File: config.mk
export PLATFORM = sky130hd
export DESIGN_NAME = fixed_point_div
export DESIGN_NICKNAME = d
export VERILOG_FILES = /design/src/rtl/fixed_point_div.sv
export SDC_FILE = /design/constraint.sdc
export NUM_CORES = 1
export LEC_CHECK = 0
export ABC_AREA = 1
export BUFFER_PORTS_ARGS = -buffer_cell sky130_fd_sc_hd__buf_2
export CAP_MARGIN = 40
export CORE_MARGIN = 2
export CORE_UTILIZATION = 25
export CTS_BUF_LIST = sky130_fd_sc_hd__clkbuf_16
export CTS_CLUSTER_DIAMETER = 100
export DETAILED_ROUTE_END_ITERATION = 6
export PLACE_DENSITY = 0.43
export SLEW_MARGIN = 20
export SYNTH_ARGS = -nofsm -noshare
export SYNTH_HDL_FRONTEND = slang
export SYNTH_SLANG_ARGS = --single-unit
export TNS_END_PERCENT = 50
File: constraint.sdc
create_clock -name clk -period 2.3 [get_ports clk]
set_input_delay 0.46 -clock clk [delete_from_list [all_inputs] [get_ports clk]]
set_output_delay 0.46 -clock clk [all_outputs]
set_load 0.02 [all_outputs]
File: src/rtl/fixed_point_div.sv
// Multi-cycle saturating signed fixed-point divider (restoring long division,
// one quotient bit per clock) with valid/ready handshake on input side.
module fixed_point_div #(
  parameter int INTEGER_PART_WIDTH    = 8,
  parameter int FRACTIONAL_PART_WIDTH = 8
) (
  input  logic                                                clk,
  input  logic                                                rst,
  input  logic                                                in_valid,
  output logic                                                in_ready,
  input  logic [INTEGER_PART_WIDTH+FRACTIONAL_PART_WIDTH-1:0] a,
  input  logic [INTEGER_PART_WIDTH+FRACTIONAL_PART_WIDTH-1:0] b,
  output logic                                                out_valid,
  output logic [INTEGER_PART_WIDTH+FRACTIONAL_PART_WIDTH-1:0] result,
  output logic                                                div_by_zero
);

  localparam int N  = INTEGER_PART_WIDTH + FRACTIONAL_PART_WIDTH;
  localparam int F  = FRACTIONAL_PART_WIDTH;
  localparam int NF = N + F;
  localparam int CW = $clog2(NF + 1);

  localparam logic [N-1:0]  MAX_POSITIVE_NUMBER = {1'b0, {(N-1){1'b1}}};
  localparam logic [N-1:0]  MIN_NEGATIVE_NUMBER = {1'b1, {(N-1){1'b0}}};
  localparam logic [NF-1:0] MAX_POS_MAG         = NF'(MAX_POSITIVE_NUMBER);
  localparam logic [NF-1:0] MIN_NEG_MAG         = NF'(MIN_NEGATIVE_NUMBER);

  typedef enum logic [1:0] {
    S_IDLE,
    S_DIVIDE,
    S_FINISH
  } state_t;

  state_t        state_q, state_d;
  logic [CW-1:0] cnt_q, cnt_d;
  logic [N:0]    rem_q, rem_d;
  logic [NF-1:0] dvd_q, dvd_d;
  logic [NF-1:0] quo_q, quo_d;
  logic [N-1:0]  divisor_q, divisor_d;
  logic          sign_q, sign_d;
  logic          sign_a_q, sign_a_d;
  logic          zero_q, zero_d;
  logic [N-1:0]  result_q, result_d;
  logic          dbz_q, dbz_d;
  logic          out_valid_q, out_valid_d;

  logic [N-1:0]  mag_a, mag_b;
  logic [N:0]    rem_shift;
  logic          rem_ge;

  assign mag_a     = a[N-1] ? (~a + N'(1)) : a;
  assign mag_b     = b[N-1] ? (~b + N'(1)) : b;
  // Remainder stays below |b| <= 2^(N-1), so the shifted value fits in N+1 bits.
  assign rem_shift = {rem_q[N-1:0], dvd_q[NF-1]};
  assign rem_ge    = rem_shift >= {1'b0, divisor_q};

  always_comb begin
    state_d     = state_q;
    cnt_d       = cnt_q;
    rem_d       = rem_q;
    dvd_d       = dvd_q;
    quo_d       = quo_q;
    divisor_d   = divisor_q;
    sign_d      = sign_q;
    sign_a_d    = sign_a_q;
    zero_d      = zero_q;
    result_d    = result_q;
    dbz_d       = dbz_q;
    out_valid_d = 1'b0;

    case (state_q)
      S_IDLE: begin
        if (in_valid) begin
          sign_d    = a[N-1] ^ b[N-1];
          sign_a_d  = a[N-1];
          zero_d    = (b == '0);
          divisor_d = mag_b;
          dvd_d     = NF'(mag_a) << F;
          rem_d     = '0;
          quo_d     = '0;
          cnt_d     = CW'(NF);
          state_d   = S_DIVIDE;
        end
      end
      S_DIVIDE: begin
        dvd_d = dvd_q << 1;
        if (rem_ge) begin
          rem_d = rem_shift - {1'b0, divisor_q};
          quo_d = {quo_q[NF-2:0], 1'b1};
        end else begin
          rem_d = rem_shift;
          quo_d = {quo_q[NF-2:0], 1'b0};
        end
        cnt_d = cnt_q - CW'(1);
        if (cnt_q == CW'(1)) state_d = S_FINISH;
      end
      S_FINISH: begin
        out_valid_d = 1'b1;
        dbz_d       = zero_q;
        if (zero_q) begin
          result_d = sign_a_q ? MIN_NEGATIVE_NUMBER : MAX_POSITIVE_NUMBER;
        end else if (!sign_q) begin
          result_d = (quo_q > MAX_POS_MAG) ? MAX_POSITIVE_NUMBER : quo_q[N-1:0];
        end else begin
          // q == 2^(N-1) negates to exactly MIN_NEGATIVE_NUMBER.
          result_d = (quo_q > MIN_NEG_MAG) ? MIN_NEGATIVE_NUMBER
                                           : (~quo_q[N-1:0] + N'(1));
        end
        state_d = S_IDLE;
      end
      default: state_d = S_IDLE;
    endcase
  end

  always_ff @(posedge clk) begin
    if (rst) begin
      state_q     <= S_IDLE;
      cnt_q       <= '0;
      rem_q       <= '0;
      dvd_q       <= '0;
      quo_q       <= '0;
      divisor_q   <= '0;
      sign_q      <= 1'b0;
      sign_a_q    <= 1'b0;
      zero_q      <= 1'b0;
      result_q    <= '0;
      dbz_q       <= 1'b0;
      out_valid_q <= 1'b0;
    end else begin
      state_q     <= state_d;
      cnt_q       <= cnt_d;
      rem_q       <= rem_d;
      dvd_q       <= dvd_d;
      quo_q       <= quo_d;
      divisor_q   <= divisor_d;
      sign_q      <= sign_d;
      sign_a_q    <= sign_a_d;
      zero_q      <= zero_d;
      result_q    <= result_d;
      dbz_q       <= dbz_d;
      out_valid_q <= out_valid_d;
    end
  end

  assign in_ready    = (state_q == S_IDLE);
  assign out_valid   = out_valid_q;
  assign result      = result_q;
  assign div_by_zero = dbz_q;

endmodule

# Word-level counts from Yosys, hierarchy flattened

Index checks and enable logic that the tools add are counted.
Widths: inputs -> output; s select.

Output and inout port bits: 19
Bits in registers: 108
Bits of input ports: 35
Word-level logic and storage cells: 56

Bitwise gates (word level): 4
Add/sub/neg operators: 5
Eq/ne operators: 5
$lt $le $gt $ge: 3
Reductions and logical operators: 6
Muxes and demuxes: 21

Operators by type and width:

| operator              | number |
|---|---|
| $mux 16               | 9 |
| $pmux 24 s2           | 2 |
| $add 16x1->16 const B | 3 |
| $mux 24               | 2 |
| $not 16->16           | 3 |
| $pmux 16 s2           | 1 |
| $gt 24x15->1 const B  | 1 |
| $gt 24x16->1 const B  | 1 |
| $ge 17x16->1          | 1 |
| $logic_not 16->1      | 1 |
| $sub 16x16->16        | 1 |
| $pmux 5 s2            | 1 |
| $reduce_and 2->1      | 3 |
| $eq 5x1->1 const B    | 1 |
| $mux 5                | 1 |
| $sub 5x1->5 const B   | 1 |
| $mux 2                | 2 |
| $ne 2x2->1 const B    | 2 |
| $pmux 2 s2            | 1 |
| $eq 2x1->1 const B    | 1 |
| $eq 2x2->1 const B    | 1 |
| $logic_not 2->1       | 1 |
| $mux 1                | 2 |
| $reduce_bool 2->1     | 1 |
| $xor 1x1->1           | 1 |

# Depth between registers and ports, before layout

Gate-level depths: netlist of run 1.

Depth in word-level cells: 5
Mapped depth: 14
Depth with buffers taken out: 14

# Least setup slack after synthesis of run 1

OpenSTA, ideal clock, no wires.

Path kind: register -> register
Start: register dvd_q[23]
End: register rem_q[10]
Period minus slack after synthesis: 1.790 ns
Data arrival time: 1.676 ns
Required time: 2.187 ns
Stages on the path, launching flop included: 14
Setup time: 0.113 ns
Path buffers: 0
Path slack: 0.510 ns
Cell sequence: dfxtp_1 -> inv_1 -> ha_1 -> fa_1 -> o21ai_2 -> nand2_1 -> nand2_1 -> nand2_1 -> nand2_1 -> nand2_1 -> nand2_1 -> nand2_1 -> nand3_1 -> nand2_1

Word-level cells in the longest chain between the ends: 3
Elaborated cells on any way between the ends: 4
Classes of those cells: add/sub (1); order compare (1); mux (2)

Ends and longest elaborated chain:

| what                                                  | RTL line | RTL |
|---|---|---|
| start: declaration                                    | 37       | `logic [NF-1:0] dvd_q, dvd_d;` |
| start signal: assignment                              | 133      | `dvd_q <= dvd_d;` |
| $sub 16x16->16 / $ge 17x16->1 (equally long branches) | 88, 55   |  |
| $mux 16 *                                             | 87       | `if (rem_ge) begin` |
| $pmux 16 s2 *                                         | 71       | `case (state_q)` |
| end signal: assignment                                | 132      | `rem_q <= rem_d;` |
| end: declaration                                      | 36       | `logic [N:0] rem_q, rem_d;` |

Every way passes the cells marked *; elsewhere a longest branch is shown, timed or not.
A chain may end at the register's enable or synchronous reset.

# Worst setup path in the final report of run 1

Start: register dvd_q[23]
End: register rem_q[14]

The elaborated chain is that of the path after synthesis.

==> results of run 1 <==
worst reg2reg max path, cell delays in order (launching register included):
cell and delay [ps]:
dfxtp_1 310, inv_1 70, ha_1 250, fa_1 430
o21ai_2 290, nand2_1 80, nand2_1 120, nand3_1 110
nand3_1 110, nand3_2 70, nand2_1 70, nand2_1 50
flip-flops by register name (all words and copies together), names as in the netlist, 2 cells and up:
| name | flops |
|---|---|
| cnt_q | 5 |
| divisor_q | 16 |
| result | 16 |
| rem_q | 16 |
| quo_q | 24 |
| dvd_q | 16 |
| state_q | 2 |
layout make-up:
type | count | area (um^2) | area share
Multi-Input combinational cell | 643 | 3410 | 0.489
Sequential cell | 100 | 2000 | 0.287
Tap cell | 319 | 399 | 0.0573
Clock inverter | 7 | 88.8 | 0.0127
Inverter | 115 | 432 | 0.0619
Timing Repair Buffer | 73 | 415 | 0.0596
Clock buffer | 9 | 225 | 0.0323
stage by stage:
step,instances,util,cell area [um^2]
floorplan,887,-,5980
detailed placement,1250,0.284,6660
finish,1266,0.297,6970
global placement,1250,0.284,6660
global route,1266,0.297,6970
CTS,1266,0.297,6970
final timing paths:
path | start | end | slack, ps | cells after the start
worst max register to register | dvd_q[23]$_SDFFE_PP0P_ | rem_q[14]$_SDFFE_PP0P_ | 240 | 11
worst min register to register | dvd_q[8]$_SDFFE_PP0P_ | dvd_q[8]$_SDFFE_PP0P_ | 460 | 2
worst min-delay path | a[12] | dvd_q[20]$_SDFFE_PP0P_ | 380 | 3
worst max-delay path | dvd_q[23]$_SDFFE_PP0P_ | rem_q[14]$_SDFFE_PP0P_ | 240 | 11
power groups by stage:
stage | Clock, mW | Combinational [mW] | Sequential (mW)
floorplan | 0 | 3.29 | 2.10
global placement | 0 | 4.30 | 2.15
detailed placement | 0 | 4.22 | 2.14
CTS | 1.71 | 4.24 | 2.11
global route | 1.77 | 4.79 | 2.14
finish | 1.65 | 4.24 | 2.11
layer usage:
metal | vias to the layer above | part of all wire | GRT usage
li1 | 3052 | - | -
met1 | 2625 | 0.52 | 0.202
met2 | 78 | 0.44 | 0.225
met3 | 18 | 0.025 | 0.0159
met4 | 0 | 0.020 | 0.0517
met5 | - | 0 | 0
cell usage in the layout, fill, tap and decap left out, types with 2 or more instances in the layout:
cell / netlist / layout
nand2_1: 211 / 211
inv_1: 106 / 106
dfxtp_1: 100 / 100
nand3_1: 79 / 79
o21ai_0: 65 / 65
nor2_1: 64 / 64
a21oi_1: 59 / 59
buf_2: 8 / 53
ha_1: 21 / 21
buf_4: 3 / 20
o22ai_1: 17 / 17
xor2_1: 17 / 17
nor2_2: 10 / 10
o21ai_1: 10 / 10
o32ai_1: 9 / 9
clkbuf_16: 0 / 9
nor3_1: 8 / 8
nand3b_1: 8 / 8
inv_2: 7 / 7
nand4_1: 6 / 6
o221ai_1: 6 / 6
nand3_2: 6 / 6
xnor2_1: 6 / 6
nand2_2: 4 / 4
clkinv_1: 2 / 4
nand2_4: 4 / 4
or2_2: 3 / 3
o211ai_1: 3 / 3
o21bai_1: 3 / 3
o21a_1: 3 / 3
a211oi_1: 3 / 3
a32o_1: 2 / 2
a22oi_1: 2 / 2
nor2_4: 2 / 2
o31ai_1: 2 / 2
a31oi_1: 2 / 2
nor4_1: 2 / 2
o21ai_2: 2 / 2
bufinv_16: 0 / 2
cells by family (layout without fill, tap and decap cells):
| group | Yosys count | in the layout | share of synthesized area |
|---|---|---|---|
| AO/OA/AOI/OAI | 189 | 189 | 0.181 |
| XOR/XNOR | 23 | 23 | 0.0337 |
| adder cells (fa/ha/maj) | 22 | 22 | 0.0473 |
| buffers and inverters | 144 | 204 | 0.0958 |
| flip-flops | 100 | 100 | 0.335 |
| AND/OR/NAND/NOR | 409 | 409 | 0.307 |
==> flow_metrics.tcl, run 1 <==
set metrics [dict create \
    syn-cell-area_um2 5980 \
    rows 56 \
    dieArea_um2 25200 \
    cts_hold_buffers 0 \
    tightest_slew_ps 652 \
    path_delay_family "adder cells" \
    switchingPower_mw 3.60 \
    syn2layout_area_growth_pct 16.5 \
    clock_latency_ps 360 \
    synth-seq-area-share 0.335 \
    path_class "reg -> reg" \
    coreArea_um2 23500 \
    cts_tree "built" \
    die_h_um 159 \
    slowest_delay_ps 430 \
    dieWidth_um 159 \
    report.final.slew_viol_count 0 \
    drv_cap 0 \
    hold_viol 0 \
    hold_path.class "in -> reg" \
    p_sw_frac 0.451 \
    crit_slowest_cell "fa_1" \
    ys_top_cells_by_count "nand2_1 (211), inv_1 (106), dfxtp_1 (100)" \
    initial_utilization 0.255 \
    yosys.area.top_type "dfxtp_1" \
    hpwl_mm 13.5 \
    critPathBufInv 1 \
    skew_ps 11.0 \
    avgRoutedWirePerCell_um 14.0 \
    clock.fmax_mhz 486 \
    finalSetupTns_ps 0 \
    root_buffer "clkbuf_16" \
    critPathLaunchType "flop" \
    cts_inserted_buffers 9 \
    synth_edf_count 0 \
    layout-drive-gt1-share 0.133 \
    drtIter0Drc 289 \
    ys_warn_count 0 \
    crit_fanout 4 \
    grt_overflow 0 \
    async_flop_share 0 \
    yosysTopAreaCellShare 0.335 \
    grt_pass1_wl_mm 29.2 \
    vias 5773 \
    synth_area_leaders "dfxtp_1 (33%), nand2_1 (13%), inv_1 (6.6%)" \
    dpl_worst_slack_ps 259 \
    grt_usage 0.143 \
    worst_path_most_repeated_cell "nand2_1" \
    num_antenna_cells 0 \
    ys_seq_elements 100 \
    power.leakage_nw 3.25 \
    seq_power_share 0.263 \
    synth_most_common_cell "nand2_1" \
    synthesis.instances 887 \
    syn_nets 944 \
    power.density_nw_per_um2 1150 \
    clock_path_buffers 2 \
    yosysUniqueCellTypes 44 \
    antenna_found_initial 0 \
    avgSynthCellArea_um2 6.75 \
    drt.antenna.violating_nets 0 \
    min_period_ps 2060 \
    cts_resized 0 \
    crit_arrival_ps 2310 \
    cts-htree-levels 3 \
    clk_pin_slew_ps 70 \
    relSlewSlack 0.565 \
    clkSinkCount 100 \
    fill_cells 2629 \
    pwr-share-comb 0.530 \
    p_int_mw 4.39 \
    crit_path_end_kind "flop" \
    path_cells "inv_1 > ha_1 > fa_1 > o21ai_2 > nand2_1 > nand2_1 > nand3_1 > nand3_1 > nand3_2 > nand2_1 > nand2_1" \
    fin_ws_ps 241 \
    worstPathRequired_ps 2550 \
    synthFlopType "dfxtp_1" \
    port_buffers 53 \
    setup-violations-final 0 \
    status "completed" \
    fin_hold_ws_ps 377 \
    gp_congestion 0.839 \
    power_frac_clock 0.207 \
    dr.pass1.iters 5 \
    drt_wl_total_mm 17.7 \
    io_pins 54 \
    grt_setup_unrepaired "no" \
    post_cts_buffers 0 \
    fin_nets 999 \
    drc 0 \
    grt_pass1_vias 5548 \
    grt_max_degree 36 \
    viasPerCell 4.56 \
    p_total_mw 8.00 \
    min_period_over_period 0.895 \
    vdd_drop_max_mv 0.593 \
]
(Power assumes the default switching activity.)
==> run 2: changes to the inputs <==
- PLACE_DENSITY: 0.43 -> not set
- SLEW_MARGIN: 20 -> 15
==> flow_metrics.tcl, run 2 (synthesized netlist as in run 1, its figures left out) <==
set metrics [dict create \
    layout_common_cells "nand2_1 (211), inv_1 (106), dfxtp_1 (100), nand3_1 (79), o21ai_0 (65)" \
    clock_latency_ps 360 \
    clock_path_buffers 2 \
    layout-drive-gt1-share 0.130 \
    placed_area_um2 6610 \
    drt_wl_total_mm 16.8 \
    setup-violations-final 0 \
    skew_ps 7.73 \
    rows 56 \
    slowest_delay_ps 340 \
    gp_congestion 0.906 \
    die_h_um 159 \
    antenna_found_initial 0 \
    met1_usage 0.179 \
    clk_pin_slew_ps 70 \
    dr.pass1.iters 5 \
    final_common_cell "nand2_1" \
    critPathBufInv 1 \
    port_buffers 53 \
    grt_usage 0.135 \
    finalSetupTns_ps 0 \
    avgRoutedWirePerCell_um 13.3 \
    min_period_ps 2070 \
    final_cell_area_um2 6910 \
    grt_pass1_vias 5546 \
    dp_cells 1244 \
    vdd_drop_max_mv 0.564 \
    instances_no_fill 1260 \
    clock.fmax_mhz 484 \
    grt_setup_unrepaired "no" \
    cts_hold_buffers 0 \
    io_pins 54 \
    coreArea_um2 23500 \
    grtUsageMet2 0.219 \
    power.density_nw_per_um2 1130 \
    viasPerCell 4.64 \
    grt_pass1_wl_mm 27.8 \
    path_class "reg -> reg" \
    fin_hold_ws_ps 380 \
    syn2layout_area_growth_pct 15.5 \
    hold_path.class "in -> reg" \
    drtIter0Drc 403 \
    crit_slowest_cell "ha_1" \
    cts_resized 0 \
    cts_tree "built" \
    grt_util_met3 0.0232 \
    initial_utilization 0.255 \
    post_cts_buffers 0 \
    regMostFlops "quo_q" \
    root_buffer "clkbuf_16" \
    crit_path_end_kind "flop" \
    worst_path_most_repeated_cell "nand2_1" \
    cts-htree-levels 3 \
    power.leakage_nw 3.22 \
    critPathLaunchType "flop" \
    hpwl_mm 12.5 \
    hold_viol 0 \
    vias 5845 \
    relSlewSlack 0.560 \
    path_cells "inv_1 > ha_1 > a21oi_1 > o21ai_1 > nand2_1 > nand2_1 > nor2_4 > nand2_4 > nand2_1 > nand2_1 > nand2_1 > nand2_1" \
    dieWidth_um 159 \
    grt_overflow 0 \
    grt_max_degree 36 \
    tightest_slew_ps 659 \
    dieArea_um2 25200 \
    cts_inserted_buffers 9 \
    grt.busiest_layer "met2" \
    status "completed" \
    largest_register_ffs 24 \
    drc 0 \
    fin_nets 993 \
    report.final.slew_viol_count 0 \
    clkSinkCount 100 \
    worstPathRequired_ps 2550 \
    path_delay_family "simple AND/OR/NAND/NOR gates" \
    drv_cap 0 \
    crit_fanout 17 \
    num_antenna_cells 0 \
    crit_arrival_ps 2320 \
    drt.antenna.violating_nets 0 \
    min_period_over_period 0.898 \
]
## run 2: power by group
part	switching [mW]	internal (mW)	total (mW)	leakage [nW]
Clock	0.719	0.850	1.57	0.146
Combinational	2.70	1.43	4.13	2.26
Sequential	0.165	1.95	2.11	0.815
## run 2: tightest hold or removal path, delay by kind of cell
kind | cells | cell delay [ps]
AOI/OAI and AO/OA | 1 | 70
and+or+nand+nor | 1 | 60
buffers and inverters | 1 | 100
## run 2: worst paths after layout
| path | start | endpoint | slack (ps) | depth (start not counted) |
|---|---|---|---|---|
| hold / removal | b[1] | divisor_q[1]$_SDFFE_PP0P_ | 380 | 3 |
| setup reg to reg | divisor_q[12]$_SDFFE_PP0P_ | rem_q[13]$_SDFFE_PP0P_ | 230 | 12 |
| setup / recovery | divisor_q[12]$_SDFFE_PP0P_ | rem_q[13]$_SDFFE_PP0P_ | 230 | 12 |
| hold reg to reg | quo_q[23]$_SDFFE_PP0P_ | quo_q[23]$_SDFFE_PP0P_ | 460 | 2 |
## run 2: layout make-up
cell class	instances	area, um^2
fillers	2573	16600
multi-input cells	643	3410
well taps	319	399
inverters	115	432
clock buffers	9	225
flip-flops and latches	100	2000
repair buffers	67	370
clock inverters	7	73.8
## run 2: through the flow
stage	power (mW)	util	setup WS (ps)
2_1_floorplan	5.39	-	510
3_3_place_gp	6.25	0.282	260
3_5_place_dp	6.23	0.282	253
4_1_cts	7.82	0.294	231
5_1_grt	8.48	0.294	10.3
6_report	7.82	0.294	234
## run 2: routing by layer
layer  wire, um  share of wire  up-vias
met5          0              0        -
met4        460          0.027        0
met3        552          0.033       30
met2       7580           0.45      113
met1       8150           0.49     2659
li1           -              -     3043
